`src/rtl/port_ingress_queue.sv`:
```
`default_nettype none
// ============================================================================
//  Module   : port_ingress_queue
//  Purpose  : Per-port ingress FIFO between the packet parser and the switch
//             fabric. Valid packets are queued and presented first-word-fall-
//             through over valid/ready. Invalid or ERR-typed packets are
//             dropped. Accepted and dropped packets are tallied in saturating
//             counters.
//  Revision : 1.0  initial release
// ============================================================================

package switch_pkg;
  typedef enum logic [1:0] {
    SDP = 2'd0,
    MDP = 2'd1,
    BDP = 2'd2,
    ERR = 2'd3
  } p_type;
endpackage

module port_ingress_queue
  import switch_pkg::*;
#(
  parameter int DEPTH  = 4,
  parameter int DATA_W = 8,
  parameter int CNT_W  = 8
) (
  input  logic                     clk,
  input  logic                     rst,
  input  logic                     in_valid,
  output logic                     in_ready,
  input  logic [3:0]               in_source,
  input  logic [3:0]               in_target,
  input  logic [DATA_W-1:0]        in_data,
  input  p_type                    in_type,
  input  logic                     in_pkt_valid,
  output logic                     out_valid,
  input  logic                     out_ready,
  output logic [3:0]               out_source,
  output logic [3:0]               out_target,
  output logic [DATA_W-1:0]        out_data,
  output p_type                    out_type,
  output logic [$clog2(DEPTH):0]   level,
  output logic [CNT_W-1:0]         accept_cnt,
  output logic [CNT_W-1:0]         drop_cnt
);

  localparam int AW = $clog2(DEPTH);
  localparam int LW = AW + 1;

  typedef struct packed {
    logic [3:0]        source;
    logic [3:0]        target;
    logic [DATA_W-1:0] data;
    p_type             ptype;
  } entry_t;

  entry_t            mem_q [DEPTH];
  logic [AW-1:0]     wr_ptr_q, wr_ptr_d;
  logic [AW-1:0]     rd_ptr_q, rd_ptr_d;
  logic [LW-1:0]     level_q, level_d;
  logic [CNT_W-1:0]  accept_cnt_q, accept_cnt_d;
  logic [CNT_W-1:0]  drop_cnt_q, drop_cnt_d;

  logic              fire;
  logic              accept;
  logic              drop;
  logic              pop;

  // Handshake decode; ready and valid come only from registered occupancy.
  always_comb begin
    in_ready  = (level_q != LW'(DEPTH));
    out_valid = (level_q != '0);
    fire      = in_valid && in_ready;
    accept    = fire && in_pkt_valid && (in_type != ERR);
    drop      = fire && !accept;
    pop       = out_valid && out_ready;
  end

  // Next-state for pointers, occupancy and saturating statistics.
  always_comb begin
    wr_ptr_d     = wr_ptr_q;
    rd_ptr_d     = rd_ptr_q;
    level_d      = level_q;
    accept_cnt_d = accept_cnt_q;
    drop_cnt_d   = drop_cnt_q;

    if (accept) wr_ptr_d = wr_ptr_q + AW'(1);
    if (pop)    rd_ptr_d = rd_ptr_q + AW'(1);

    case ({accept, pop})
      2'b10:   level_d = level_q + LW'(1);
      2'b01:   level_d = level_q - LW'(1);
      default: level_d = level_q;
    endcase

    if (accept && (accept_cnt_q != '1)) accept_cnt_d = accept_cnt_q + CNT_W'(1);
    if (drop && (drop_cnt_q != '1))     drop_cnt_d   = drop_cnt_q + CNT_W'(1);
  end

  // Control state register; reset wins over any same-cycle handshake.
  always_ff @(posedge clk) begin
    if (rst) begin
      wr_ptr_q     <= '0;
      rd_ptr_q     <= '0;
      level_q      <= '0;
      accept_cnt_q <= '0;
      drop_cnt_q   <= '0;
    end else begin
      wr_ptr_q     <= wr_ptr_d;
      rd_ptr_q     <= rd_ptr_d;
      level_q      <= level_d;
      accept_cnt_q <= accept_cnt_d;
      drop_cnt_q   <= drop_cnt_d;
    end
  end

  // Storage array: written on accept only, never cleared.
  always_ff @(posedge clk) begin
    if (!rst && accept) begin
      mem_q[wr_ptr_q] <= '{source: in_source, target: in_target,
                           data: in_data, ptype: in_type};
    end
  end

  // Head entry drives the fabric side directly (fall-through).
  always_comb begin
    out_source = mem_q[rd_ptr_q].source;
    out_target = mem_q[rd_ptr_q].target;
    out_data   = mem_q[rd_ptr_q].data;
    out_type   = mem_q[rd_ptr_q].ptype;
    level      = level_q;
    accept_cnt = accept_cnt_q;
    drop_cnt   = drop_cnt_q;
  end

endmodule
`default_nettype wire
```
`config.mk`:
```
export PLATFORM = sky130hd
export DESIGN_NAME = port_ingress_queue
export DESIGN_NICKNAME = d
export VERILOG_FILES = /design/src/rtl/port_ingress_queue.sv
export SDC_FILE = /design/constraint.sdc
export NUM_CORES = 1
export LEC_CHECK = 0
export CAP_MARGIN = 20
export CORE_MARGIN = 2
export CORE_UTILIZATION = 57
export DETAILED_ROUTE_END_ITERATION = 6
export GPL_TIMING_DRIVEN = 0
export HOLD_SLACK_MARGIN = 0.1
export PLACE_DENSITY = 0.86
export SLEW_MARGIN = 10
export SYNTH_ARGS = -nofsm -noshare
export SYNTH_HDL_FRONTEND = slang
export SYNTH_SLANG_ARGS = --single-unit
```
`constraint.sdc`:
```
create_clock -name clk -period 6.45 [get_ports clk]
set_clock_uncertainty 0.05 [all_clocks]
set_input_delay 1.29 -clock clk [delete_from_list [all_inputs] [get_ports clk]]
set_output_delay 1.29 -clock clk [all_outputs]
set_load 0.01 [all_outputs]
```
After elaboration in Yosys (flattened, before gate mapping)
Memory sizes are Yosys's and may differ from the RTL's. A register that Yosys moved wholly into a read port is not among the register bits.
Index checks and enable logic that the tools add are counted.
- memories: 1
- register bits: 23
- latch bits: 0
- memory bits (read-only): 0
- logic and storage cells: 35
- bits in writable memories: 72
- output and inout port bits: 39
- shift-type cells: 0
- add/sub/neg operators: 6
- reductions and logical operators: 12
- eq/ne operators: 6
- order comparisons: 0
- bitwise gates (word level): 0
- mux-type cells: 5
- multiply operators: 0
- divide/modulo/power cells: 0
- memories (name ; depth ; bits a word ; read ports ; clocked after memory_dff ; write ports ; line ; RTL):
    mem_q ; 4 ; 18 ; 1 ; 1 ; 1 ; 58 ; entry_t mem_q [DEPTH];
- operator list (kind ; number):
    8-bit by 1-bit adder with 8-bit output, second input constant ; 2
    8-bit inequality test, second input constant ; 2
    1-bit logical AND ; 8
    3-bit one-hot mux with 2 select lines ; 1
    2-bit by 1-bit adder with 2-bit output, second input constant ; 2
    2-bit 2-to-1 mux ; 2
    3-bit by 1-bit adder with 3-bit output, second input constant ; 1
    3-bit inequality test, second input constant ; 1
    3-bit nonzero test ; 1
    3-bit by 1-bit subtractor with 3-bit output, second input constant ; 1
    2-bit by 1-bit == test with 1-bit output, second input constant ; 1
    2-bit == test, second input constant ; 1
    1-bit zero test ; 2
    1-bit 2-to-1 mux ; 2
    2-bit inequality test, second input constant ; 1
    2-bit nonzero test ; 1

Logic depth before layout (Yosys ltp)
- word-level depth: 7
- gate-level depth with buffers: 11
- mapped depth without buffers: 9

Worst setup path before layout
Ideal clock, no wire load.
- path type: input port to flip-flop
- start: input port in_pkt_valid
- end: register level_q[2], in the netlist level[2]
- setup slack: 3.293 ns
- arrival: 3.037 ns
- data required time: 6.330 ns
- stages on the path: 11
- buffers on the path: 2
- cell sequence: a21boi_0 -> and3_1 -> buf_6 -> inv_4 -> buf_6 -> ha_1 -> inv_1 -> fa_1 -> xor2_1 -> or3_1 -> a21oi_1
- word-level cells in the longest chain between the ends: 4
- elaborated cells on any way between the ends: 6
- RTL lines (element ; line ; RTL):
    from (decl) ; 36 ; input logic in_pkt_valid,
    1-bit logical AND (*) (2 in a row) ; 75 ; accept = fire && in_pkt_valid && (in_type != ERR);
    2-bit by 1-bit == test with 1-bit output or 2-bit == test (tied branches) ; 91 ; case ({accept, pop})
    3-bit one-hot mux with 2 select lines or 2-bit nonzero test (tied branches) ; n/a ;
    to (signal assigned) ; 112 ; level_q <= level_d;
    to (decl) ; 61 ; logic [LW-1:0] level_q, level_d;
Every way passes the cells marked *; elsewhere a longest branch is shown, timed or not.
A chain may end at the register's enable or synchronous reset.

==> reports/results.ini <==
[final_layout]
multiInputGateArea_sq_mm = 0.00111
area_growth_pct = 23.7
n_antenna_cell = 0
seq_area_sq_mm = 0.00266
drive_above_1_share = 0.143
final_nets = 341
final_cells = 395
nFillCells = 463

[floorplanning]
io-pin-count = 62
die_area_sq_mm = 0.00746
die_x_um = 86.4
core_sq_mm = 0.00668
row_count = 30
die_h_um = 86.4
start_util = 0.579

[drt]
wl_um = 7010
antenna_left = 0
drt_iter0_drc = 154
wl_per_cell_um = 17.7
drc = 0
drtPass1Iterations = 4
vias = 2295
via_per_inst = 5.81

[placement]
gp_congestion = 0.829
numPortBuffers = 60
dp_hpwl_um = 4760
dpl.cell_count = 379

[logic_synthesis]
yosysSeqAreaShare = 0.688
ys_types = 36
syn_area_sq_mm = 0.00387
syn_nets = 270
avgSynthCellArea_sq_um = 16.2
synth-async-reset-ratio = 0
synth_seq_cells = 97
yosys_warnings = 0
synth-main-ff-cell = edfxtp_1
synthCells = 239
synth-edff-count = 72

[clock_tree]
cts.sinks = 97
clk-insertion-delay-late_ns = 0.34
cts_resized = 0
cts_tree = yes
cts_made_buffers = 9
cts.path.max_buffers = 2
cts-hold-fix-buffers = 0
path_clk_slew_ns = 0.09
htree_levels = 3
post_cts_buffers = 0
root_buffer = clkbuf_8

[global_route]
grt_pass1_wl_um = 11100
grt_overflow = 0
grt_max_degree = 19
grt_pass1_vias = 2300
antenna_found_initial = 0
track_usage = 0.194

[sta]
rsz0062_at_grt = no
fmax_mhz = 256
relSlewSlack = 0.392
tightest_slew_ns = 0.912
fin_crit_sh = 0.605
hold_viol_final = 0
setup_viol_count_final = 0
finalSetupTns_ns = 0
timing.final.crit_period_ns = 3.90
finalMaxSlewViolations = 0

[pwr]
power.share.switching = 0.242
seq_power_share = 0.491
ir_drop_mv = 0.180
p_int_uw = 1090
p_sw_uw = 349
p_leak_uw = 0.00151
p_clk_frac = 0.292
p_comb_frac = 0.216
power.density_mw_per_mm2 = 301

[setup_path]
worstRegToRegCells = 11
critPathArrivalTime_ns = 2.56
crit_path_start_kind = register
cp_max_fo = 10
worstPathRequired_ns = 5.11
crit_path_end_kind = primary output
worst-setup-path-type = reg -> out

[outcome]
status = complete, no violations

[min_path]
min_path_cells = 2
hp-class = reg -> reg

[run]
drv_cap = 0

-- worst paths after layout --
| kind | from | to | slack (ns) |
|---|---|---|---|
| worst max-delay path | register | out_target[0] | 2.55 |
| worst min-delay path | accept_cnt[6] | accept_cnt[6] | 0.45 |
| worst max register to register | level[2] | level[2] | 3.74 |
| worst min register to register | accept_cnt[6] | accept_cnt[6] | 0.45 |
-- cells in the final DEF (no fill, tap or decap), types with 3 or more instances in the layout --
cell type	count
nand3_1	5
ha_1	7
mux4_2	18
xor2_1	3
clkdlybuf4s50_1	60
or4_1	8
buf_2	3
a21oi_1	17
inv_1	7
nor2_1	11
or3_2	3
nand4_1	3
o31ai_1	9
dfxtp_1	25
o21ai_0	5
edfxtp_1	72
and2_1	5
or3_1	5
nand2_1	6
clkbuf_1	6
clkbuf_8	9
-- routing by layer --
layer,vias to the layer above,global-route usage,part of all wire
li1,1078,-,-
met1,1144,0.258,0.43
met2,69,0.334,0.52
met3,4,0.0333,0.048
met4,0,0.0526,0.0070
met5,-,0,0
-- cell type report --
| type | count | area share |
|---|---|---|
| inverters | 8 | 0.00680 |
| repair buffers | 60 | 0.125 |
| clock buffers | 10 | 0.0267 |
| plain buffers | 11 | 0.0125 |
| clock inverters | 6 | 0.0188 |
| well taps | 80 | 0.0209 |
| multi-input cells | 123 | 0.233 |
| flip-flops and latches | 97 | 0.556 |
-- kinds of logic (layout without fill, tap and decap cells) --
group           Yosys count  count (layout)  synth area share
flops                    97              97             0.688
compound gates           37              37            0.0595
simple gates             54              54            0.0818
xor+xnor                  5               5            0.0113
buf+inv                  19              95            0.0239
fa+ha+maj                 8               8            0.0278
mux                      19              19             0.107
-- synthesized netlist by cell type, drive strengths merged (5+ instances only) --
cell type,number,area (sq um)
edfxtp,72,2160
dfxtp,25,500
mux4,18,405
a21oi,17,85.1
nor2,11,41.3
o31ai,9,67.6
inv,8,32.5
or3,8,53.8
or4,8,60.1
ha,7,87.6
buf,6,41.3
nand2,6,22.5
and2,5,31.3
clkbuf,5,18.8
nand3,5,25.0
o21ai,5,25.0
-- state kept, by name, indices dropped and copies added, names as in the netlist, named ones only --
register and count:
accept_cnt 8, wr_ptr_q 2, drop_cnt 8, mem_q 72, level 3, rd_ptr_q 2
-- power by group through the flow --
stage,Combinational (uW),Sequential (uW),Clock (uW)
after floorplan,177,721,0
after global placement,307,720,0
after detailed placement,315,722,0
after CTS,317,708,425
after global routing,338,711,452
final,311,707,420
-- critical path, stage by stage, from the launching register on --
cell,delay [ns]
dfxtp_1,0.31
buf_1,0.44
clkbuf_1,0.56
mux4_2,0.41
clkdlybuf4s50_1,0.51
-- per-stage QoR --
stage | worst slack (ns) | power (uW) | area (sq um) | hold WS (ns) | util
6_report | 2.55 | 1440 | 4790 | 0.449 | 0.716
5_1_grt | 2.45 | 1500 | 4790 | 0.488 | 0.716
4_1_cts | 2.54 | 1450 | 4790 | 0.450 | 0.716
3_5_place_dp | 2.45 | 1040 | 4570 | 0.434 | 0.684
3_3_place_gp | 2.55 | 1030 | 4570 | 0.427 | 0.684
2_1_floorplan | 3.29 | 898 | 3870 | 0.435 | -
(Power assumes the default switching activity.)
